--- config.mk ---
export PLATFORM = sky130hd
export DESIGN_NAME = data_mem_ctrl
export DESIGN_NICKNAME = d
export VERILOG_FILES = /design/src/rtl/data_mem_ctrl.sv
export SDC_FILE = /design/constraint.sdc
export NUM_CORES = 1
export LEC_CHECK = 0
export ABC_AREA = 0
export BUFFER_PORTS_ARGS = -buffer_cell sky130_fd_sc_hd__buf_2
export CAP_MARGIN = 20
export CORE_ASPECT_RATIO = 1.4
export CORE_MARGIN = 4
export CORE_UTILIZATION = 30
export DETAILED_ROUTE_END_ITERATION = 10
export GPL_ROUTABILITY_DRIVEN = 0
export GPL_TIMING_DRIVEN = 0
export SETUP_SLACK_MARGIN = 0.02
export SYNTH_ARGS = -nofsm -noshare
export SYNTH_HDL_FRONTEND = slang
export SYNTH_SLANG_ARGS = --single-unit
--- constraint.sdc ---
create_clock -name clk -period 5.7 [get_ports clk]
set_clock_uncertainty 0.15 [all_clocks]
set_input_delay 0.285 -clock clk [delete_from_list [all_inputs] [get_ports clk]]
set_output_delay 0.285 -clock clk [all_outputs]
set_load 0.1 [all_outputs]
--- src/rtl/data_mem_ctrl.sv ---
// MEM-stage data access responder: sequences multi-cycle transactions on the
// external data SRAM (Ram1) and the UART sharing its data bus, stalling the pipeline meanwhile.
module data_mem_ctrl (
  input  logic        clk,
  input  logic        rst,
  input  logic        mem_read,
  input  logic        mem_write,
  input  logic [15:0] address,
  input  logic [15:0] write_data,
  output logic [15:0] read_data,
  output logic        mem_stall,
  output logic [17:0] ram_addr,
  output logic [15:0] ram_dq_out,
  output logic        ram_dq_oe,
  input  logic [15:0] ram_dq_in,
  output logic        ram_en_n,
  output logic        ram_oe_n,
  output logic        ram_we_n,
  output logic        uart_rdn,
  output logic        uart_wrn,
  input  logic        uart_data_ready,
  input  logic        uart_tbre,
  input  logic        uart_tsre
);

  localparam int unsigned DATA_W     = 16;
  localparam int unsigned ADDR_W     = 16;
  localparam int unsigned RAM_ADDR_W = 18;
  localparam int unsigned BYTE_W     = 8;

  localparam logic [ADDR_W-1:0] UART_DATA_ADDR = 16'hBF00;
  localparam logic [ADDR_W-1:0] UART_STAT_ADDR = 16'hBF01;

  typedef enum logic [3:0] {
    S_IDLE,
    S_RD1,
    S_RD2,
    S_WR1,
    S_WR2,
    S_UW1,
    S_UW2,
    S_UWAIT,
    S_UR1,
    S_UR2,
    S_DONE
  } state_t;

  state_t state, state_d;

  logic [DATA_W-1:0]     wdata_q, wdata_d;
  logic [DATA_W-1:0]     read_data_d;
  logic [RAM_ADDR_W-1:0] ram_addr_d;
  logic [DATA_W-1:0]     ram_dq_out_d;
  logic                  ram_dq_oe_d;
  logic                  ram_en_n_d;
  logic                  ram_oe_n_d;
  logic                  ram_we_n_d;
  logic                  uart_rdn_d;
  logic                  uart_wrn_d;

  logic req;
  logic is_uart_data;
  logic is_uart_stat;
  logic tx_idle;

  assign req          = mem_read | mem_write;
  assign is_uart_data = (address == UART_DATA_ADDR);
  assign is_uart_stat = (address == UART_STAT_ADDR);
  assign tx_idle      = uart_tbre & uart_tsre;

  assign mem_stall = req & (state != S_DONE) & ~rst;

  // Next state, latched request fields and load data
  always_comb begin
    state_d     = state;
    wdata_d     = wdata_q;
    read_data_d = read_data;
    ram_addr_d  = ram_addr;

    case (state)
      S_IDLE: begin
        if (req) begin
          ram_addr_d = {2'b00, address};
          wdata_d    = write_data;
          if (is_uart_stat) begin
            state_d = S_DONE;
            if (!mem_write) begin
              read_data_d = DATA_W'({uart_data_ready, tx_idle});
            end
          end else if (is_uart_data) begin
            state_d = mem_write ? S_UW1 : S_UR1;
          end else begin
            state_d = mem_write ? S_WR1 : S_RD1;
          end
        end
      end
      S_RD1: state_d = S_RD2;
      S_RD2: begin
        read_data_d = ram_dq_in;
        state_d     = S_DONE;
      end
      S_WR1: state_d = S_WR2;
      S_WR2: state_d = S_DONE;
      S_UW1: state_d = S_UW2;
      S_UW2: state_d = S_UWAIT;
      S_UWAIT: begin
        if (tx_idle) begin
          state_d = S_DONE;
        end
      end
      S_UR1: state_d = S_UR2;
      S_UR2: begin
        read_data_d = {8'h00, ram_dq_in[BYTE_W-1:0]};
        state_d     = S_DONE;
      end
      S_DONE:  state_d = S_IDLE;
      default: state_d = S_IDLE;
    endcase
  end

  // Bus strobes decoded from the state being entered, so the registered
  // outputs are valid throughout that state
  always_comb begin
    ram_en_n_d   = 1'b1;
    ram_oe_n_d   = 1'b1;
    ram_we_n_d   = 1'b1;
    uart_rdn_d   = 1'b1;
    uart_wrn_d   = 1'b1;
    ram_dq_oe_d  = 1'b0;
    ram_dq_out_d = '0;

    case (state_d)
      S_RD1, S_RD2: begin
        ram_en_n_d = 1'b0;
        ram_oe_n_d = 1'b0;
      end
      S_WR1: begin
        ram_en_n_d   = 1'b0;
        ram_we_n_d   = 1'b0;
        ram_dq_oe_d  = 1'b1;
        ram_dq_out_d = wdata_d;
      end
      S_WR2: begin
        ram_en_n_d   = 1'b0;
        ram_dq_oe_d  = 1'b1;
        ram_dq_out_d = wdata_d;
      end
      S_UW1: begin
        uart_wrn_d   = 1'b0;
        ram_dq_oe_d  = 1'b1;
        ram_dq_out_d = {8'h00, wdata_d[BYTE_W-1:0]};
      end
      S_UW2: begin
        ram_dq_oe_d  = 1'b1;
        ram_dq_out_d = {8'h00, wdata_d[BYTE_W-1:0]};
      end
      S_UR1, S_UR2: begin
        uart_rdn_d = 1'b0;
      end
      default: ;
    endcase
  end

  // State and output registers
  always_ff @(posedge clk) begin
    if (rst) begin
      state      <= S_IDLE;
      wdata_q    <= '0;
      read_data  <= '0;
      ram_addr   <= '0;
      ram_dq_out <= '0;
      ram_dq_oe  <= 1'b0;
      ram_en_n   <= 1'b1;
      ram_oe_n   <= 1'b1;
      ram_we_n   <= 1'b1;
      uart_rdn   <= 1'b1;
      uart_wrn   <= 1'b1;
    end else begin
      state      <= state_d;
      wdata_q    <= wdata_d;
      read_data  <= read_data_d;
      ram_addr   <= ram_addr_d;
      ram_dq_out <= ram_dq_out_d;
      ram_dq_oe  <= ram_dq_oe_d;
      ram_en_n   <= ram_en_n_d;
      ram_oe_n   <= ram_oe_n_d;
      ram_we_n   <= ram_we_n_d;
      uart_rdn   <= uart_rdn_d;
      uart_wrn   <= uart_wrn_d;
    end
  end

endmodule

# After elaboration in Yosys (flattened, before gate mapping)
# Index checks and enable logic that the tools add are counted.
# classes
mul,0
n_bitwise,5
add_sub_neg,0
n_lt_le_gt_ge,0
n_div,0
n_eq_ne,23
n_shift,0
muxes,20
reduce_logical,11
# ops
operator,n
two-way mux 16 bit,5
one-hot mux 16 bit (3 select lines),1
"equality test 16 bit, second input constant",2
one-hot mux 16 bit (2 select lines),1
one-hot mux 4 bit (8 select lines),1
"equality test 4 x 3 -> 1 bit, second input constant",7
two-way mux 4 bit,5
"equality test 4 x 2 -> 1 bit, second input constant",4
"equality test 4 bit, second input constant",4
"equality test 4 x 1 -> 1 bit, second input constant",2
OR reduction 2 bit,4
OR reduction 4 bit,2
two-way mux 1 bit,6
"inequality test 2 bit, second input constant",3
zero test 4 bit,1
"inequality test 4 bit, second input constant",1
AND reduction 4 bit,1
AND 1 bit,3
nonzero test 3 bit,1
OR reduction 3 bit,1
two-way mux 2 bit,1
AND reduction 2 bit,1
NOT 1 bit,1
OR 1 bit,1
# word_totals
elab_cells,70
romBits,0
memories,0
regBits,74
ramBits,0
latchBits,0

# Logic depth before layout (Yosys ltp)
# Gate-level depths: netlist of run 1.
# logic_depth
depth_word,8
mapped_depth,7
mapped_depth_nobuf,5

# Worst setup path after synthesis of run 1
# No wires, ideal clock.
# synth_timing
path_type,reg-to-output
from,register state[2]
to,output mem_stall
stages_incl_launch_ff,4
t_arrival_ps,2853
required_ps,5265
path_slack_ps,2412
n_path_buf,1
cell_sequence,dfxtp_1 buf_1 nor3b_1 nor3_1
# synth_via
elab_chain_len,3
# synth_rtl
element,line_no,text
start: declaration,48,"state_t state, state_d;"
start signal: assignment,179,state <= state_d;
inequality test 4 bit,71,assign mem_stall = req & (state != S_DONE) & ~rst;
AND 1 bit (2 in series),71,
end: declaration,11,"output logic mem_stall,"
# No other way between the ends.

# Final worst setup path of run 1
# Same ends and word-level chain as after synthesis.

==> impl_results.md, run 1 <==
- Compound-Gate Fraction of Synth Area: 13.2%
- Syn Area/Cell: 9.51 µm²
- DRT iter0 DRCs: 119
- Root buf cell: clkbuf_16
- Seq/Total Area, Yosys: 52.8%
- Worst path arrival time: 1.91 ns
- Clock power share: 22.8%
- Clk sinks: 74
- Commonest non-fill, non-tap cell in the layout: buf_2
- Largest family of logic cells by synthesized area: simple AND/OR/NAND/NOR gates
- Die area: 11000 µm²
- WP data required: 5.27 ns
- Fmax: 426 MHz
- Final ANT Viol Nets: 0
- Via count: 2503
- Peak VDD IR: 325 µV
- Setup bufs post-CTS: 0
- Leak: 1.75 nW
- Post-synth cell types: 47
- Worst reg2reg path depth: 5
- Seq pwr share: 25.3%
- Multiplexer share of the synthesized area: 7.23%
- Worst setup SP type: flop
- H-Tree Level Count: 3
- # nets final: 470
- XOR/XNOR Fraction of Synth Area: 0%
- Worst Hold Depth: 3
- Overall global routing resource usage: 14.1%
- RSZ-0062 raised after global routing: no
- Die Wd: 89.7 µm
- Ys Warns: 0
- Routed len/inst: 14.2 µm
- Status: completed
- Hold Fails Final Rpt: 0
- FFs w/ async S/R, synth: 0%
- Syn Inst Count: 295
- Ys flop type: dfxtp_1
- Combinational Power Share: 51.9%
- Synth Area in Simple Gates: 21.8%
- CP peak stage delay: 0.47 ns
- Final HPWL DP: 5.69 mm
- Bufs on Longest Clock Path: 2
- First-pass GRT wire length: 12.2 mm
- Area of the core: 9080 µm²
- Crit-path slowest cell: buf_2
- Hold/Removal Path Class: primary input to flop
- Slew Limit Fails: 0
- Die Ht: 122 µm
- Initial antenna violation count: 0
- Resize count post-CTS: 0
- Area growth, synth to finish: 36.4%
- Synthesized area: 2810 µm²
- Post-Route Setup TNS: 0 ns
- Max-Cap Viols: 0
- Most frequent cells in the layout: buf_2, dfxtp_1, nor2_1
- TritonCTS clock tree: built
- Peak fanout along the critical path: 10
- Fraction of layout cells with a size suffix above 1: 34.0%
- EDFF count, synth: 0
- Number of cell rows: 41
- Int Pwr: 1.42 mW
- Vias in the first global route: 2512
- Seq cells post-synth: 74
- Post-Synth Adder-Cell Area: 0%
- Initial Utilization: 30.9%
- Sw frac: 49.9%
- Clk_lat worst skew: 0.33 ns
- DRC Markers: 0
- Ports: 112
- NetSw: 1.41 mW
- GRT Residual Overflow: 0
- Worst-Margin Slew: 1.04 ns
- Final WL: 7.47 mm
- N_diodes: 0
- Hold buffer count at CTS: 0
- CTS Buf Count: 9
- Final Critical Period: 2.35 ns
- WS Path Type: flop to output pin
- Util after Layout: 42.2%
- Pwr Density: 738 nW/µm²
- Clock-pin slew on the worst setup and hold paths: 0.05 ns
- Setup ws final: 3.35 ns
- Pin count of the biggest net entering global routing: 14
- Post-Place Worst Slack: 3.47 ns
- Number of setup violations in the final report: 0
- CP cell instances: buf_1 > nor3b_1 > nor3_1 > buf_2
- Vias per cell: 4.75
- Rel. slew slack: 29.8%
- 1st-pass router iterations: 5
- IO Port Bufs: 108
- Crit end category: output pin
- Final period utilization: 41.2%
## per-stage QoR
stage	hold WS (ns)	std cells	instance area, µm²	power [mW]
finish	0.0396	527	3830	2.82
global route	0.0372	527	3830	2.97
global placement	0.290	511	3480	2.19
detailed placement	0.298	511	3480	2.20
CTS	0.0276	527	3830	2.86
floorplan	0.271	296	2810	1.94
## cells in the mapped netlist (2+ instances only)
master	count	area, µm²
a21oi_1	22	110
a22oi_1	14	105
and2b_1	2	15.0
and4_1	3	26.3
buf_2	2	10.0
buf_4	3	22.5
buf_6	4	45.0
clkbuf_1	12	45.0
dfxtp_1	74	1480
inv_1	2	7.51
mux2_2	2	22.5
mux2i_1	18	180
nand2_1	36	135
nand2b_1	2	12.5
nand3_1	2	10.0
nor2_1	42	158
nor3_1	22	110
nor3b_1	2	15.0
nor4b_1	2	17.5
or3b_1	2	17.5
## worst max-delay path: cells and delay by family (launching register included)
family                 cells  cell delay (ns)
buffers and inverters      2             0.89
DFF                        1             0.40
and+or+nand+nor            2             0.29
## routing by layer
layer / wire length [µm] / GRT usage [%]
met1: 3110 / 15.2
met2: 3710 / 24.9
met3: 529 / 4.97
met4: 131 / 6.33
met5: 0 / 0
## final timing paths
kind,from,to,slack (ns)
max,state[2]$_SDFF_PP0_,mem_stall,3.35
max reg2reg,state[2]$_SDFF_PP0_,ram_dq_out[14]$_SDFF_PP0_,3.51
min reg2reg,ram_addr[1]$_SDFFE_PP0P_,ram_addr[1]$_SDFFE_PP0P_,0.30
min,ram_dq_in[12],read_data[12]$_SDFFE_PP0P_,0.04
## power groups by stage
stage | Sequential (mW) | Combinational [mW] | Clock (mW)
2_1_floorplan | 1.40 | 0.541 | 0
3_3_place_gp | 0.721 | 1.46 | 0
3_5_place_dp | 0.724 | 1.48 | 0
4_1_cts | 0.715 | 1.48 | 0.659
5_1_grt | 0.731 | 1.56 | 0.680
6_report | 0.714 | 1.47 | 0.643
## state kept, by name, indices dropped and copies added, names as in the netlist, 4 cells and up
| name | cells |
|---|---|
| state | 4 |
| read_data | 16 |
| wdata_q | 16 |
| ram_dq_out | 16 |
| ram_addr | 16 |
## logic make-up (layout without fill, tap and decap cells)
family / after synthesis / count (layout)
other: 1 / 2
flip-flops: 74 / 74
AO/OA/AOI/OAI: 50 / 50
AND/OR/NAND/NOR: 126 / 126
buffers and inverters: 24 / 148
multiplexers: 20 / 20
## cell type report
cell class / instances / area, µm²
buffer: 22 / 126
clock buffer: 10 / 229
sequential: 74 / 1480
clock inverter: 6 / 115
inverter: 2 / 7.51
fill: 938 / 5250
multi-input combinational: 198 / 1190
timing repair buffer: 108 / 541
tap: 107 / 134
Power figures use the tool's default switching activity.
==> inputs of run 2 (changes only) <==
Settings changed: ABC_AREA 0 to 1.
Clock period 5.7 ns to 2.1 ns, I/O delays scaled along.
==> impl_results.md, run 2 <==
- Total Power: 8.04 mW (+180%)
- Hold Slack: 0.0685 ns (+0.0289 ns)
- Final period utilization: 91.9%
- Clock-pin slew on the worst setup and hold paths: 0.06 ns (about the same)
- Slew Limit Fails: 0 (unchanged)
- Final WL: 8.00 mm (+7.0%)
- H-Tree Level Count: 3 (unchanged)
- TritonCTS clock tree: built
- Fmax: 518 MHz
- Most frequent cells in the layout: buf_2, nor2_1, dfxtp_1
- Crit end category: output pin
- Die area: 10900 µm² (-0.70%)
- Vias in the first global route: 2863 (+14%)
- Initial Utilization: 30.8% (-0.060 points)
- Via count: 2919 (+17%)
- Rel. slew slack: 56.7% (+27 points)
- Status: completed
- Worst path arrival time: 1.68 ns (-0.23 ns)
- Top-count cell post-synth: nor2_1
- Area of the multi-input gates: 1150 µm² (-4.0%)
- Worst-Margin Slew: 0.643 ns (-0.401 ns)
- Ys Warns: 0 (unchanged)
- Ys flop type: dfxtp_1
- WP data required: 1.85 ns (-3.42 ns)
- Yosys top cell area share: 53.2% (+0.40 points)
- Vias per cell: 4.52 (-4.9%)
- Number of cell rows: 41 (unchanged)
- WS Path Type: primary input to output pin
- Peak VDD IR: 1160 µV (+260%)
- Clk_lat worst skew: 0.33 ns (about the same)
- RSZ-0062 raised after global routing: no
- Leak: 2.09 nW (+19%)
- CP peak stage delay: 0.53 ns (+0.06 ns)
- GRT Residual Overflow: 0 (unchanged)
- Synthesized area: 2780 µm² (-0.76%)
- Die Ht: 122 µm (-0.36%)
- Post-synth cell types: 25 (-47%)
- DRC Markers: 0 (unchanged)
- Number of setup violations in the final report: 0 (unchanged)
- Seq cells post-synth: 74 (unchanged)
- Final Critical Period: 1.93 ns
- CP cell instances: dlygate4sd3_1 > buf_2 > clkbuf_1 > a211oi_4 > clkbuf_4
- CTS Buf Count: 9 (unchanged)
- Overall global routing resource usage: 15.0% (+0.91 points)
- Hold/Removal Path Class: primary input to flop
- Peak fanout along the critical path: 10 (unchanged)
- 1st-pass router iterations: 4 (-1)
- Crit-path slowest cell: dlygate4sd3_1
- Max-Cap Viols: 0 (unchanged)
- # nets final: 589 (+25%)
- Pwr Density: 1850 nW/µm² (+150%)
- Syn Inst Count: 360 (+22%)
- DRT iter0 DRCs: 148 (+24%)
- Synth cell count leaders: nor2_1, dfxtp_1, nand2_1
- Routed len/inst: 12.4 µm (-13%)
- Final ANT Viol Nets: 0 (unchanged)
- FILL cells: 882 (-6.0%)
- Commonest non-fill, non-tap cell in the layout: buf_2
- Clk sinks: 74 (unchanged)
- Pin count of the biggest net entering global routing: 14 (unchanged)
- Syn Area/Cell: 7.73 µm² (-19%)
- Final HPWL DP: 5.70 mm (+0.12%)
- Area of the core: 9030 µm² (-0.56%)
- Buf/Inv on CP: 4 (+2)
- Crit-path leading delay family: buffers and inverters
- IO Port Bufs: 109 (+0.93%)
- Hold Fails Final Rpt: 0 (unchanged)
- Seq/Total Area, Yosys: 53.2% (+0.40 points)
- Root buf cell: clkbuf_16
- Reg area: 1480 µm² (unchanged)
- Bufs on Longest Clock Path: 2 (unchanged)
- Fraction of layout cells with a size suffix above 1: 28.6% (-5.5 points)
- N_diodes: 0 (unchanged)
- Worst setup SP type: primary input
- Post-Route Setup TNS: 0 ns (unchanged)
- Area growth, synth to finish: 55.8%
- First-pass GRT wire length: 12.6 mm (+3.7%)
- Cell taking the most area after synthesis: dfxtp_1
- Synth top area cells: dfxtp_1, nor2_1, o21ai_0
- Ports: 112 (unchanged)
- Initial antenna violation count: 0 (unchanged)
- FFs w/ async S/R, synth: 0% (unchanged)
- Die Wd: 89.4 µm (-0.35%)
- EDFF count, synth: 0 (unchanged)
==> run 2: cell types whose count changed in the layout (fill, tap and decap cells not counted), moves of 5 or more <==
cell           change
nor2_2             +5
nor2_1            +47
a22oi_1           -14
nor3_1            -22
mux2i_1           -17
inv_1             +25
nand3_1           +20
a21boi_0           +8
o21ai_0           +33
nand2_1            +8
clkbuf_1           -6
dlygate4sd3_1     +50
==> run 2: routing by layer <==
metal  up-vias  share of wire [%]  GRT usage [%]
met5         -                  0              0
met4         0                1.5           6.42
met3         9                6.8           4.26
met2       109                 50           25.7
met1      1306                 42           16.9
li1       1495                  -              -
==> run 2: metrics by stage <==
stage	setup slack (ns)	instances	utilization [%]	cell area, µm²
finish	0.170	646	48.0	4340
global route	0.0183	646	48.0	4340
CTS	0.0748	643	47.4	4280
detailed placement	0.115	577	38.5	3480
global placement	0.157	577	38.5	3480
floorplan	0.388	361	-	2800
==> run 2: worst register-to-register path: cells and delay by family, from the launching register on <==
kind / cells / cell delay [ns]
AOI/OAI and AO/OA: 1 / 0.10
DFF: 1 / 0.47
and+or+nand+nor: 8 / 0.85
buffers and inverters: 2 / 0.25
==> run 2: area by class of cell <==
| type | instances | area share, % |
|---|---|---|
| sequential | 74 | 34.2 |
| buffer | 16 | 1.93 |
| clock buffer | 10 | 5.28 |
| tap | 107 | 3.09 |
| clock inverter | 6 | 1.56 |
| timing repair buffer | 162 | 25.0 |
| multi-input combinational | 242 | 26.4 |
| inverter | 29 | 2.57 |
==> run 2: path summary, 6_finish.rpt <==
kind	to	cells past startpoint	startpoint	slack (ns)
worst min register to register	read_data[2]$_SDFFE_PP0P_	2	read_data[2]$_SDFFE_PP0P_	0.33
worst max register to register	ram_dq_out[8]$_SDFF_PP0_	11	state[3]$_SDFF_PP0_	0.22
worst max-delay path	mem_stall	5	rst	0.17
worst min-delay path	read_data[0]$_SDFFE_PP0P_	5	uart_tsre	0.07
==> run 2: where the power goes <==
group	switching [mW]	internal, mW	total, mW
clock network	0.580	0.921	1.50
logic	3.57	0.890	4.46
registers	0.191	1.89	2.08
==> run 2: repair_timing <==
action                                  CTS  global route
setup buffers                             0             3
gates resized for setup                   0             9
endpoints found under the hold margin    54             0
endpoints found under the setup margin    0            15
hold buffers                             50             0
==> run 2: kinds of logic (layout without fill, tap and decap cells) <==
group,Yosys count,after routing,share of synthesized area [%]
AOI/OAI and AO/OA,67,67,13.4
buffers and inverters,45,223,6.92
DFF,74,74,53.2
muxes,1,1,0.360
other,1,2,0.135
and+or+nand+nor,172,172,25.9
==> inputs of run 3 (changes only) <==
Settings changed: GPL_ROUTABILITY_DRIVEN 0 to unset, RECOVER_POWER set to 100.
==> impl_results.md, run 3 (same netlist as run 2, synthesis figures left out) <==
- Status: completed
- Pin count of the biggest net entering global routing: 14 (unchanged)
- Worst-Margin Slew: 1.22 ns (+0.572 ns)
- Vias per cell: 4.47 (-1.0%)
- Root buf cell: clkbuf_16
- Slew Limit Fails: 0 (unchanged)
- Final Critical Period: 1.95 ns (+0.0158 ns)
- WP data required: 1.85 ns (about the same)
- Crit-path slowest cell: dlygate4sd3_1
- CTS Buf Count: 9 (unchanged)
- Number of setup violations in the final report: 0 (unchanged)
- Area growth, synth to finish: 53.1%
- Routed len/inst: 12.4 µm (-0.10%)
- Commonest non-fill, non-tap cell in the layout: nor2_1
- Area of the core: 9030 µm² (unchanged)
- Peak fanout along the critical path: 10 (unchanged)
- Clock-pin slew on the worst setup and hold paths: 0.06 ns (about the same)
- Hold/Removal Path Class: primary input to flop
- GRT Residual Overflow: 0 (unchanged)
- CP cell instances: dlygate4sd3_1 > clkbuf_1 > clkbuf_1 > a211oi_4 > clkbuf_4
- First-pass GRT wire length: 12.6 mm (unchanged)
- Die area: 10900 µm² (unchanged)
- DRC Markers: 0 (unchanged)
- TritonCTS clock tree: built
- Gp weighted congestion: 0.778
- CP peak stage delay: 0.53 ns (about the same)
- Fraction of layout cells with a size suffix above 1: 17.8% (-11 points)
- Crit-path leading delay family: buffers and inverters
- H-Tree Level Count: 3 (unchanged)
- RSZ-0062 raised after global routing: no
- WS Path Type: primary input to output pin
- Hold Fails Final Rpt: 0 (unchanged)
- Max-Cap Viols: 0 (unchanged)
- Clk_lat worst skew: 0.33 ns (about the same)
- Die Wd: 89.4 µm (unchanged)
- Ports: 112 (unchanged)
- Post-Route Setup TNS: 0 ns (unchanged)
- Die Ht: 122 µm (unchanged)
- Clk sinks: 74 (unchanged)
- Most used cell, CP: clkbuf_1
- Most frequent cells in the layout: nor2_1, dfxtp_1, clkbuf_1
- DRT iter0 DRCs: 96 (-35%)
- Buf/Inv on CP: 4 (unchanged)
- Worst setup SP type: primary input
- Initial antenna violation count: 0 (unchanged)
- Final ANT Viol Nets: 0 (unchanged)
- Overall global routing resource usage: 15.0% (unchanged)
- Fmax: 514 MHz (-0.81%)
- Initial Utilization: 30.8% (unchanged)
- Worst path arrival time: 1.69 ns (about the same)
- 1st-pass router iterations: 4 (unchanged)
- # nets final: 589 (unchanged)
- N_diodes: 0 (unchanged)
- Final period utilization: 92.7% (+0.75 points)
- Rel. slew slack: 19.3% (-37 points)
- Crit end category: output pin
- Final WL: 7.99 mm (-0.10%)
- Via count: 2889 (-1.0%)
- Bufs on Longest Clock Path: 2 (unchanged)
- Vias in the first global route: 2863 (unchanged)
- Number of cell rows: 41 (unchanged)
- IO Port Bufs: 109 (unchanged)
- Final HPWL DP: 5.70 mm (unchanged)
==> run 3: cell types whose count changed in the layout (fill, tap and decap cells not counted) <==
| cell | change |
|---|---|
| buf_4 | -1 |
| clkbuf_1 | +58 |
| clkbuf_2 | +4 |
| buf_2 | -61 |
==> run 3: layout make-up <==
cell class / count / area (µm²)
fillers: 926 / 4770
clock buffers: 10 / 229
repair buffers: 162 / 1010
inverters: 29 / 111
well taps: 107 / 134
multi-input cells: 242 / 1150
flip-flops and latches: 74 / 1480
plain buffers: 16 / 80.1
clock inverters: 6 / 67.6
==> run 3: per-stage QoR <==
step	worst slack [ns]	hold WS (ns)	utilization (%)	std cells	cell area, µm²
finish	0.154	0.0681	47.2	646	4260
global route	0.0192	0.111	47.2	646	4260
CTS	0.0748	0.0596	47.4	643	4280
detailed placement	0.115	0.194	38.5	577	3480
global placement	0.157	0.191	38.5	577	3480
floorplan	0.388	0.0360	-	361	2800
==> run 3: worst paths after layout <==
check,from,to,slack [ns],cells after the start
worst max-delay path,rst,mem_stall,0.15,5
worst min-delay path,uart_tsre,read_data[0]$_SDFFE_PP0P_,0.07,5
worst max register to register,state[0]$_SDFF_PP0_,read_data[10]$_SDFFE_PP0P_,0.20,8
worst min register to register,read_data[14]$_SDFFE_PP0P_,read_data[14]$_SDFFE_PP0P_,0.33,2
==> run 3: what timing repair did <==
action | in CTS | in global routing
setup endpoints to repair | 0 | 15
resized for setup | 0 | 9
hold buffers | 50 | 0
hold endpoints to repair | 54 | 0
buffers inserted | 0 | 3
==> run 3: tightest hold or removal path: stages <==
cell      delay (ns)
buf_2           0.10
nand2_1         0.07
nor2_1          0.04
a21oi_1         0.10
a211oi_1        0.07
==> run 3: per-layer routing <==
metal | global-route usage, % | wire, µm
met5 | 0 | 0
met4 | 6.42 | 123
met3 | 4.26 | 478
met2 | 25.7 | 3950
met1 | 16.9 | 3430
Power of run 3 is not shown: default switching activity piles up to over one toggle a cycle in this logic, so the estimate is an artifact.
